## src/rtl/rom_port_responder_if.sv

```systemverilog
// Multiplexed 4-bit instruction/data bus between the CPU and the ROM-side responders.
// busIn carries the resolved bus value, including whatever a responder is driving.
interface rom_port_responder_if;
    logic       sync;
    logic       cmRom;
    logic [3:0] busIn;
    logic [3:0] busOut;
    logic       busOe;

    modport master (
        output sync,
        output cmRom,
        output busIn,
        input  busOut,
        input  busOe
    );

    modport slave (
        input  sync,
        input  cmRom,
        input  busIn,
        output busOut,
        output busOe
    );
endinterface

```

## src/rtl/rom_port_responder.sv

```systemverilog
// ROM-chip end of the 4-bit multiplexed bus: tracks the 8-phase machine cycle, returns the
// addressed instruction byte when chip-selected, and snoops every fetch to execute SRC/WRR/RDR
// against its own 4-bit I/O port.
module rom_port_responder #(
    parameter logic [3:0] CHIP_ID  = 4'h0,
    parameter logic [3:0] IO_RESET = 4'h0
) (
    input  logic                       clk,
    input  logic                       rstN,
    rom_port_responder_if.slave        bus,
    output logic [7:0]                 romAddr,
    input  logic [7:0]                 romData,
    input  logic [3:0]                 ioIn,
    output logic [3:0]                 ioOut,
    output logic [2:0]                 cycle,
    output logic                       selected,
    output logic                       srcSel
);

    typedef enum logic [2:0] {
        PhA1 = 3'd0,
        PhA2 = 3'd1,
        PhA3 = 3'd2,
        PhM1 = 3'd3,
        PhM2 = 3'd4,
        PhX1 = 3'd5,
        PhX2 = 3'd6,
        PhX3 = 3'd7
    } phase_e;

    phase_e     phaseQ, phaseD;
    logic       syncedQ, syncedD;
    logic [3:0] addrLoQ, addrLoD;
    logic [7:0] romAddrQ, romAddrD;
    logic       selectedQ, selectedD;
    logic [3:0] oprQ, oprD;
    logic [3:0] opaQ, opaD;
    logic       secondWordQ, secondWordD;
    logic       srcSelQ, srcSelD;
    logic [3:0] ioOutQ, ioOutD;
    logic       busOeQ, busOeD;
    logic [3:0] busOutQ, busOutD;

    logic chipHit;
    logic firstWord;
    logic isSrc;
    logic isWrr;
    logic isRdr;
    logic isTwoWord;

    assign chipHit   = (bus.busIn == CHIP_ID);
    assign firstWord = !secondWordQ;
    assign isSrc     = firstWord && (oprQ == 4'h2) && opaQ[0];
    assign isWrr     = firstWord && (oprQ == 4'hE) && (opaQ == 4'h2) && srcSelQ;
    assign isRdr     = firstWord && (oprQ == 4'hE) && (opaQ == 4'hA) && srcSelQ;
    // JCN, FIM, FIN, JUN, JMS, ISZ carry a second instruction byte in the following cycle.
    assign isTwoWord = (oprQ == 4'h1) ||
                       ((oprQ == 4'h2) && !opaQ[0]) ||
                       ((oprQ == 4'h3) && !opaQ[0]) ||
                       (oprQ == 4'h4) || (oprQ == 4'h5) || (oprQ == 4'h7);

    // Next-state: phase sequencing, address capture, snooping and registered bus drive.
    always_comb begin
        phaseD      = phaseQ;
        syncedD     = syncedQ;
        addrLoD     = addrLoQ;
        romAddrD    = romAddrQ;
        selectedD   = selectedQ;
        oprD        = oprQ;
        opaD        = opaQ;
        secondWordD = secondWordQ;
        srcSelD     = srcSelQ;
        ioOutD      = ioOutQ;
        busOeD      = 1'b0;
        busOutD     = 4'h0;
        if (bus.sync) begin
            // A new cycle starts; anything pending from an interrupted cycle is dropped.
            phaseD    = PhA1;
            syncedD   = 1'b1;
            selectedD = 1'b0;
        end else if (syncedQ) begin
            if (phaseQ != PhX3) begin
                phaseD = phase_e'(phaseQ + 3'd1);
            end
            unique case (phaseQ)
                PhA1: addrLoD = bus.busIn;
                PhA2: romAddrD = {bus.busIn, addrLoQ};
                PhA3: begin
                    selectedD = chipHit && bus.cmRom;
                    if (chipHit && bus.cmRom) begin
                        busOeD  = 1'b1;
                        busOutD = romData[7:4];
                    end
                end
                PhM1: begin
                    oprD = bus.busIn;
                    if (selectedQ) begin
                        busOeD  = 1'b1;
                        busOutD = romData[3:0];
                    end
                end
                PhM2: opaD = bus.busIn;
                PhX1: begin
                    // Port pins are sampled at the edge that opens X2.
                    if (isRdr) begin
                        busOeD  = 1'b1;
                        busOutD = ioIn;
                    end
                end
                PhX2: begin
                    if (isSrc && bus.cmRom) begin
                        srcSelD = chipHit;
                    end
                    if (isWrr) begin
                        ioOutD = bus.busIn;
                    end
                    secondWordD = firstWord && isTwoWord;
                end
                PhX3: ;
                default: ;
            endcase
        end
    end

    // State register with asynchronous reset.
    always_ff @(posedge clk or negedge rstN) begin
        if (!rstN) begin
            phaseQ      <= PhX3;
            syncedQ     <= 1'b0;
            addrLoQ     <= 4'h0;
            romAddrQ    <= 8'h00;
            selectedQ   <= 1'b0;
            oprQ        <= 4'h0;
            opaQ        <= 4'h0;
            secondWordQ <= 1'b0;
            srcSelQ     <= 1'b0;
            ioOutQ      <= IO_RESET;
            busOeQ      <= 1'b0;
            busOutQ     <= 4'h0;
        end else begin
            phaseQ      <= phaseD;
            syncedQ     <= syncedD;
            addrLoQ     <= addrLoD;
            romAddrQ    <= romAddrD;
            selectedQ   <= selectedD;
            oprQ        <= oprD;
            opaQ        <= opaD;
            secondWordQ <= secondWordD;
            srcSelQ     <= srcSelD;
            ioOutQ      <= ioOutD;
            busOeQ      <= busOeD;
            busOutQ     <= busOutD;
        end
    end

    assign bus.busOut = busOutQ;
    assign bus.busOe  = busOeQ;
    assign romAddr    = romAddrQ;
    assign ioOut      = ioOutQ;
    assign cycle      = phaseQ;
    assign selected   = selectedQ;
    assign srcSel     = srcSelQ;

endmodule
```

## src/flat_wrapper.sv

```systemverilog
// flat-port wrapper written by rule: the top's interface ports become plain ports
module rom_port_responder_flat 
#(
    parameter logic [3:0] CHIP_ID  = 4'h0,
    parameter logic [3:0] IO_RESET = 4'h0
)
  (clk, rstN, romAddr, romData, ioIn, ioOut, cycle, selected, srcSel, bus_sync, bus_cmRom, bus_busIn, bus_busOut, bus_busOe);
  rom_port_responder_if bus_i ();
  input  logic clk;
  input  logic rstN;
  output logic [7:0] romAddr;
  input  logic [7:0] romData;
  input  logic [3:0] ioIn;
  output logic [3:0] ioOut;
  output logic [2:0] cycle;
  output logic selected;
  output logic srcSel;
  input wire logic [$bits(bus_i.sync)-1:0] bus_sync;
  input wire logic [$bits(bus_i.cmRom)-1:0] bus_cmRom;
  input wire logic [$bits(bus_i.busIn)-1:0] bus_busIn;
  output wire logic [$bits(bus_i.busOut)-1:0] bus_busOut;
  output wire logic [$bits(bus_i.busOe)-1:0] bus_busOe;
  assign bus_i.sync = bus_sync;
  assign bus_i.cmRom = bus_cmRom;
  assign bus_i.busIn = bus_busIn;
  assign bus_busOut = bus_i.busOut;
  assign bus_busOe = bus_i.busOe;
  rom_port_responder #(.CHIP_ID(CHIP_ID), .IO_RESET(IO_RESET)) u_core (.clk(clk), .rstN(rstN), .bus(bus_i), .romAddr(romAddr), .romData(romData), .ioIn(ioIn), .ioOut(ioOut), .cycle(cycle), .selected(selected), .srcSel(srcSel));
endmodule
```

## config.mk

```make
export PLATFORM = sky130hd
export DESIGN_NAME = rom_port_responder_flat
export DESIGN_NICKNAME = d
export VERILOG_FILES = /design/src/rtl/rom_port_responder_if.sv /design/src/rtl/rom_port_responder.sv /design/src/flat_wrapper.sv
export SDC_FILE = /design/constraint.sdc
export NUM_CORES = 1
export LEC_CHECK = 0
export ABC_CLOCK_PERIOD_IN_PS = 2000
export BUFFER_PORTS_ARGS = -buffer_cell sky130_fd_sc_hd__buf_2
export CORE_ASPECT_RATIO = 0.8
export CORE_UTILIZATION = 45
export CTS_CLUSTER_DIAMETER = 150
export DETAILED_ROUTE_END_ITERATION = 16
export PLACE_DENSITY = 0.68
export SETUP_SLACK_MARGIN = 0.3
export SLEW_MARGIN = 20
export SYNTH_ARGS = -nofsm -noshare
export SYNTH_HDL_FRONTEND = slang
export SYNTH_SLANG_ARGS = --single-unit
```

## constraint.sdc

```tcl
create_clock -name clk -period 2 [get_ports clk]
set_input_delay 0.2 -clock clk [delete_from_list [all_inputs] [get_ports clk]]
set_output_delay 0.2 -clock clk [all_outputs]
set_load 0.02 [all_outputs]
```

# Yosys cells after proc, flatten, opt, wreduce, memory -nomap -nowiden
# Index checks and enable logic that the tools add are counted.
[word_totals]
word_cells = 81
register_bits = 36
out_inout_bits = 22
inputBits = 20
[op_classes]
add_sub_neg = 1
n_reduce_logical = 33
n_eq_ne = 16
mux = 18
bitwise = 1
[ops]
columns = ["op", "n"]
rows = [
  ["2-to-1 mux 4 bit", 5],
  ["AND reduction 3 bit", 5],
  ["equality test 4 x 2 -> 1 bit (second input constant)", 3],
  ["equality test 4 x 3 -> 1 bit (second input constant)", 3],
  ["logical AND 1 bit", 12],
  ["one-hot mux 4 bit (3 select lines)", 1],
  ["equality test 3 bit (second input constant)", 3],
  ["2-to-1 mux 3 bit", 3],
  ["equality test 4 bit (second input constant)", 2],
  ["2-to-1 mux 1 bit", 8],
  ["AND reduction 4 bit", 2],
  ["equality test 3 x 2 -> 1 bit (second input constant)", 2],
  ["nonzero test 2 bit", 3],
  ["logical OR 1 bit", 5],
  ["equality test 4 x 1 -> 1 bit (second input constant)", 1],
  ["zero test 4 bit", 1],
  ["AND reduction 2 bit", 2],
  ["adder 3 x 1 -> 3 bit (second input constant)", 1],
  ["equality test 3 x 1 -> 1 bit (second input constant)", 1],
  ["zero test 3 bit", 1],
  ["!= test 3 bit (second input constant)", 1],
  ["one-hot mux 1 bit (3 select lines)", 1],
  ["zero test 1 bit", 2],
  ["NOT 1 bit", 1],
]

# Longest topological paths before layout
# Gate-level depths: netlist (run 1).
[depth]
ltp_word = 8
mapped_depth = 6
mapped_depth_nobuf = 5

# Least setup slack after synthesis (run 1)
# OpenSTA, ideal clock, no wires.
[synth_path]
path_type = "reg2reg"
startpoint = "reg u_core.phaseQ[0], in the netlist u_core.cycle[0]"
endpoint = "reg u_core.ioOutQ[0], in the netlist u_core.ioOut[0]"
path_buffers = 0
setup_slack_ns = 0.269
setup_ns = 0.125
stages_incl_launch_ff = 6
period_less_slack_ns = 1.731
arrival_ns = 1.606
required_ns = 1.875
cell_sequence = "dfstp_2 inv_1 ha_1 and4bb_2 nand4_1 mux2_2"
[synth_between]
elab_chain_cells = 2
[synth_rtl]
columns = ["element", "line", "text"]
rows = [
  ["from (decl)", "rom_port_responder.sv:31", "phase_e phaseQ, phaseD;"],
  ["from (signal assigned)", "rom_port_responder.sv:128", "phaseQ <= PhX3;"],
  ["from (signal assigned)", "rom_port_responder.sv:141", "phaseQ <= phaseD;"],
  ["equality test 3 bit", "rom_port_responder.sv:85", "unique case (phaseQ)"],
  ["AND reduction 4 bit (no source line)", "-", ""],
  ["to (signal assigned)", "rom_port_responder.sv:150", "ioOutQ <= ioOutD;"],
  ["to (decl)", "rom_port_responder.sv:40", "logic [3:0] ioOutQ, ioOutD;"],
]
# No other way between the ends.
# A chain may end at the register's enable or synchronous reset.

# Final worst setup path (run 1)
[layout_path]
startpoint = "reg u_core.phaseQ[0], in the netlist u_core.cycle[0]"
endpoint = "reg u_core.romAddrQ[6], in the netlist u_core.romAddr[6]"
[layout_between]
elab_chain_cells = 2
[layout_rtl]
columns = ["element", "line", "text"]
rows = [
  ["equality test 3 x 1 -> 1 bit", "rom_port_responder.sv:85", ""],
  ["AND reduction 3 bit (no source line)", "-", ""],
  ["to (signal assigned)", "rom_port_responder.sv:144", "romAddrQ <= romAddrD;"],
  ["to (decl)", "rom_port_responder.sv:34", "logic [7:0] romAddrQ, romAddrD;"],
]
# No other way between the ends.

==> run metrics, run 1 <==
outcome=finished with violations; failing checks=negative hold slack; Starting Density=49.0%; I/O Buffers=41; number of synthesized flops with an enable pin=0; drt total wl=3830 µm; GRT Total Usage=20.1%; slowest cell on the critical path=dfstp_2; commonest non-fill, non-tap cell in the layout=buf_2; final hold viol count=20; CTS tree=done; worst vdd ir=0.000590 V; Mapped Avg Cell Area=13.4 µm²; DR vias/cell=5.50; total grt overflow=0; Area growth syn-to-layout=22.8%; Syn Inst Count=131; first-pass GRT wire length=6240 µm; Max Fclk=610 MHz; worst slew pin tran=0.794 ns; Max Buffers Root-to-Sink=2; CP Cell Sequence=buf_4, ha_1, and3_4, mux2_4; Tightest Hold Check Type=in2async; Seq/Total Area, Yosys=51.4%; Async SR Flop Fraction=100%; max-slew violations=0; most frequent cells in the layout=buf_2, dfrtp_1, mux2_4; Rows=19; Synth area leaders=dfrtp_1, mux2_4, mux2_2; io pins=42; Main synth FF type=dfrtp_1; Final TNS setup=0 ns; cts hold-fix bufs=0; Min Hold Slack=-0.0145 ns; flops & latches, synth=36; LEAKAGE=1.06 nW; largest net degree at the start of global routing=37; share of Yosys cell area claimed by the top area cell type=46.9%; total power=2.16 mW; vias in the first global route=1,245; Worst-Skew Late Latency=0.29 ns; core area=0.00359 mm²; RSZ-0062 raised after global routing=false; post-route clock period utilization=82.0%; count of cell types in the netlist=36; crit path kind=reg2reg; Max-slew headroom=47.0%; worst clock skew=0.00548 ns; die width=71.9 µm; Synth area leader=dfrtp_1; # DRC=0; CP Launch Type=flop; Routed Antenna Nets=0; vias=1,282; root buffer cell=clkbuf_8; antenna violations before repair=0; Final nets=206; ant diodes=0; final setup violation count=0; maxcap violations=0; warnings from Yosys=0; wire length per cell=16.4 µm; CP max FO=8; Syn Std Cell Area=0.00176 mm²; initial drt markers=69; Die H=57.9 µm; WP data required=2.18 ns; fraction of layout cells with a size suffix above 1=51.4%; CTS buffer count=5; routability cong.=0.901; crit end category=flop; First-pass DRT Iterations=4; htree depth=2; CP Data Arrival Time=1.82 ns; slowest stage delay, CP=0.56 ns; clock period minus worst slack=1.64 ns; die footprint=0.00417 mm²; Clock Sinks=36; Pwr Density=998 mW/mm²; DP Wirelength=2660 µm; syn_nets=157; clock slew at reported path FFs=0.07 ns
## registers in the layout (all words and copies together), names as in the netlist
signal and cells:
u_core.syncedQ 1, u_core.selected 1, u_core.oprQ 4, u_core.cycle 3, u_core.romAddr 8, u_core.bus.busOe 1
u_core.secondWordQ 1, u_core.bus.busOut 4, u_core.addrLoQ 4, u_core.ioOut 4, u_core.srcSel 1, u_core.opaQ 4
## routing by layer
| metal | wire, µm | vias up | global-route usage (%) | share of wire, % |
|---|---|---|---|---|
| met5 | 0 | - | 0 | 0 |
| met1 | 1810 | 657 | 28.2 | 47 |
| met3 | 177 | 6 | 6.43 | 4.6 |
| met2 | 1810 | 36 | 30.6 | 47 |
| li1 | - | 583 | - | - |
| met4 | 38 | 0 | 5.04 | 0.99 |
## logic make-up after synthesis
kind of cell	share of synthesized area, %
flops	51.4
compound gates	5.41
fa+ha+maj	4.27
buf+inv	2.77
simple gates	16.0
xor+xnor	0.996
mux	19.1
## metrics by stage
stage	worst slack (ns)	instances	util [%]	hold slack, ns	area [µm²]
5_1_grt	0.301	233	60.2	0.0470	2160
4_1_cts	0.307	230	58.6	0.0221	2100
3_3_place_gp	0.360	221	55.8	0.308	2000
2_1_floorplan	0.319	131	-	-0.0956	1760
6_report	0.359	233	60.2	-0.0145	2160
3_5_place_dp	0.288	221	55.8	0.334	2000
## worst paths after layout
kind / from / endpoint / cells past startpoint / slack, ns
setup / recovery: u_core.cycle[0] / u_core.romAddr[6] / 4 / 0.36
hold / removal: rstN / u_core.bus.busOut[1] / 1 / -0.01
setup reg to reg: u_core.cycle[0] / u_core.romAddr[6] / 4 / 0.36
hold reg to reg: u_core.romAddr[0] / u_core.romAddr[0] / 1 / 0.51
max in group asynchronous: rstN / u_core.selected / 1 / 1.50
min in group clk: bus_sync / u_core.cycle[0] / 2 / 0.13
## power by group
part           switching [mW]  leakage [nW]  total (mW)  internal [mW]
sequential              0.123         0.449        1.03          0.906
combinational           0.277         0.563       0.584          0.308
clock                   0.264        0.0445       0.544          0.280
## cell usage after synthesis, types with 2 or more instances
cell / number
dfrtp_1: 33
mux2_2: 13
mux2_4: 12
nand4_1: 8
ha_1: 6
and3_1: 5
nor2_1: 5
nor2b_1: 4
a41oi_1: 3
buf_6: 3
dfstp_2: 3
inv_1: 3
nand3_1: 3
o22ai_1: 3
a21oi_1: 2
and4bb_2: 2
nand2_1: 2
nand2b_1: 2
nand4b_1: 2
## what timing repair did
action / CTS / global route
resized for setup: 0 / 8
buffers inserted: 1 / 3
pin swaps: 0 / 1
setup endpoints to repair: 4 / 14
hold endpoints to repair: 0 / 0
## critical path, delay by kind of cell (launching register included)
| kind | cells | cell delay [ns] |
|---|---|---|
| buf+inv | 1 | 0.11 |
| flops | 1 | 0.56 |
| fa+ha+maj | 1 | 0.21 |
| simple gates | 1 | 0.32 |
| mux | 1 | 0.32 |
## final cells by class
type / count / area [µm²]
sequential: 36 / 905
tap: 52 / 65.1
fill: 290 / 1430
multi-input combinational: 88 / 843
inverter: 3 / 11.3
clock inverter: 1 / 7.51
timing repair buffer: 46 / 243
clock buffer: 7 / 86.3
Power figures use the tool's default switching activity.
==> run 2: changes to the inputs <==
--- a/config.mk
+++ b/config.mk
@@ -5,7 +5,7 @@
 export SDC_FILE = /design/constraint.sdc
 export NUM_CORES = 1
 export LEC_CHECK = 0
-export ABC_CLOCK_PERIOD_IN_PS = 2000
+export ABC_CLOCK_PERIOD_IN_PS = 1610
 export BUFFER_PORTS_ARGS = -buffer_cell sky130_fd_sc_hd__buf_2
 export CORE_ASPECT_RATIO = 0.8
 export CORE_UTILIZATION = 45
==> constraint.sdc (replaced) <==
create_clock -name clk -period 1.61 [get_ports clk]
set_input_delay 0.161 -clock clk [delete_from_list [all_inputs] [get_ports clk]]
set_output_delay 0.161 -clock clk [all_outputs]
set_load 0.02 [all_outputs]
==> run 2 against run 1 <==
Effect of this change:
- the run ends with negative setup slack left
- register-to-register slack got worse by 0.38 ns
- clock power increased by 15%
- cell count increased by 4.7%
- maximum frequency increased by 0.62%
- setup slack got worse by 0.38 ns
- core utilization increased by 6.7 points
- hold slack improved by 0.15 ns
- flip-flop and latch count unchanged
- sequential share of layout area decreased by 4.2 points
- routed wire length increased by 5.4%
==> run metrics, run 2 (synthesis results as in run 1) <==
CP startpoint=u_core.cycle[0]; slowest cell on the critical path=dfstp_2; total power=2.75 mW (+27%); die footprint=0.00417 mm² (unchanged); initial drt markers=84 (+22%); CP endpoint=u_core.ioOut[1]; vias in the first global route=1,305 (+4.8%); vias=1,302 (+1.6%); Buf/Inv on CP=2 (+1); wire length per cell=16.5 µm (+0.65%); Final nets=217 (+5.3%); Pwr Density=1140 mW/mm² (+15%); worst-case reg-to-reg path depth=6 (+2); Max Buffers Root-to-Sink=2 (unchanged); largest net degree at the start of global routing=37 (unchanged); crit-path leading delay family=flip-flops; worst hold stages=2; fraction of layout cells with a size suffix above 1=60.9% (+9.6 points); ant diodes=0 (unchanged); Util after Layout=66.9% (+6.7 points); WP data required=1.78 ns (-0.40 ns); drt total wl=4040 µm (+5.4%); LEAKAGE=1.16 nW (+9.7%); first-pass GRT wire length=6710 µm (+7.5%); crit path kind=reg2reg; clock slew at reported path FFs=0.07 ns (about the same); Max Fclk=613 MHz (+0.62%); routability cong.=0.865 (-4.0%); final hold viol count=0 (-100%); most frequent cells in the layout=buf_2, dfrtp_1, mux2_4; Tightest Hold Check Type=in2reg; clock period minus worst slack=1.63 ns (-0.0101 ns); Area growth syn-to-layout=36.6%; worst slew pin tran=0.538 ns (-0.257 ns); slowest stage delay, CP=0.56 ns (about the same); CP Data Arrival Time=1.80 ns (-0.02 ns); io pins=42 (unchanged); crit end category=flop; I/O Buffers=41 (unchanged); R2R Path End=u_core.ioOut[1]; post-route clock period utilization=101% (+19 points); Rows=19 (unchanged); Clock Sinks=36 (unchanged); RSZ-0062 raised after global routing=true; Max-slew headroom=63.9% (+17 points); Min Hold Slack=0.132 ns (+0.146 ns); max-slew violations=0 (unchanged); CP Cell Sequence=inv_2, ha_4, and4bb_2, nand4_1, buf_6, mux2_4; CP Launch Type=flop; worst vdd ir=0.000641 V (+8.8%); CTS tree=done; DR vias/cell=5.34 (-3.0%); DP Wirelength=2880 µm (+8.5%); r2r setup slk=-0.02 ns (-0.38 ns); die width=71.9 µm (unchanged); core area=0.00359 mm² (unchanged); max reg flops=8 (unchanged); htree depth=2 (unchanged); Starting Density=49.0% (unchanged); root buffer cell=clkbuf_8; # DRC=0 (unchanged); Fillers=265 (-8.6%); worst clock skew=0.00549 ns (+0.0000178 ns); antenna violations before repair=0 (unchanged); commonest non-fill, non-tap cell in the layout=buf_2; outcome=finished with violations; First-pass DRT Iterations=4 (unchanged); failing checks=negative setup slack; CTS buffer count=5 (unchanged); FF-to-FF Start=u_core.cycle[0]; CP max FO=4 (-4); final setup violation count=5 (+5); Worst-Skew Late Latency=0.29 ns (about the same); Routed Antenna Nets=0 (unchanged); cell count along the critical path=6 (+2); setup slack after layout=-0.0204 ns (-0.380 ns); total grt overflow=0 (unchanged); Die H=57.9 µm (unchanged); GRT Total Usage=21.8% (+1.6 points); maxcap violations=0 (unchanged)
==> run 2: worst min path at each step <==
stage,slack (ns),endpoint,from
global route,0.14,u_core.cycle[2],bus_sync
CTS,0.12,u_core.cycle[2],bus_sync
global placement,0.22,u_core.bus.busOe,rstN
detailed placement,0.23,u_core.bus.busOe,rstN
floorplan,-0.13,u_core.addrLoQ[0],rstN
finish,0.13,u_core.cycle[2],bus_sync
==> run 2: timing repair <==
item	CTS	global route
gates resized for setup	23	7
endpoints found under the setup margin	36	38
hold endpoints to repair	33	0
buffers inserted	5	1
hold buffers	1	0
pin swaps	9	4
==> run 2: routing by layer <==
metal / up-vias / routed length (µm) / global-route usage, %
met1: 646 / 1870 / 29.2
met5: - / 0 / 0
met2: 41 / 1930 / 35.4
li1: 606 / - / -
met3: 9 / 183 / 4.70
met4: 0 / 51 / 7.28
==> run 2: power by group <==
group	leakage, nW	switching (mW)	internal, mW
registers	0.449	0.161	1.13
clock network	0.0479	0.322	0.301
logic	0.662	0.385	0.455
total	1.16	0.868	1.88
==> run 2: cell type report <==
cell class,instances,area [µm²],area share [%]
Clock buffer,5,68.8,2.86
Clock inverter,3,18.8,0.781
Inverter,3,11.3,0.469
Multi-Input combinational cell,88,987,41.1
Sequential cell,36,905,37.7
Tap cell,52,65.1,2.71
Timing Repair Buffer,57,347,14.4
==> run 2: metrics by stage <==
step	instances	TNS, ns	setup slack, ns	instance area [µm²]
after floorplan	131	-0.252	-0.0631	1830
after global placement	229	0	0.00499	2120
after global routing	244	-0.592	-0.0840	2400
after detailed placement	229	-0.207	-0.0558	2120
after CTS	243	-0.00809	-0.00375	2360
final	244	-0.0831	-0.0204	2400
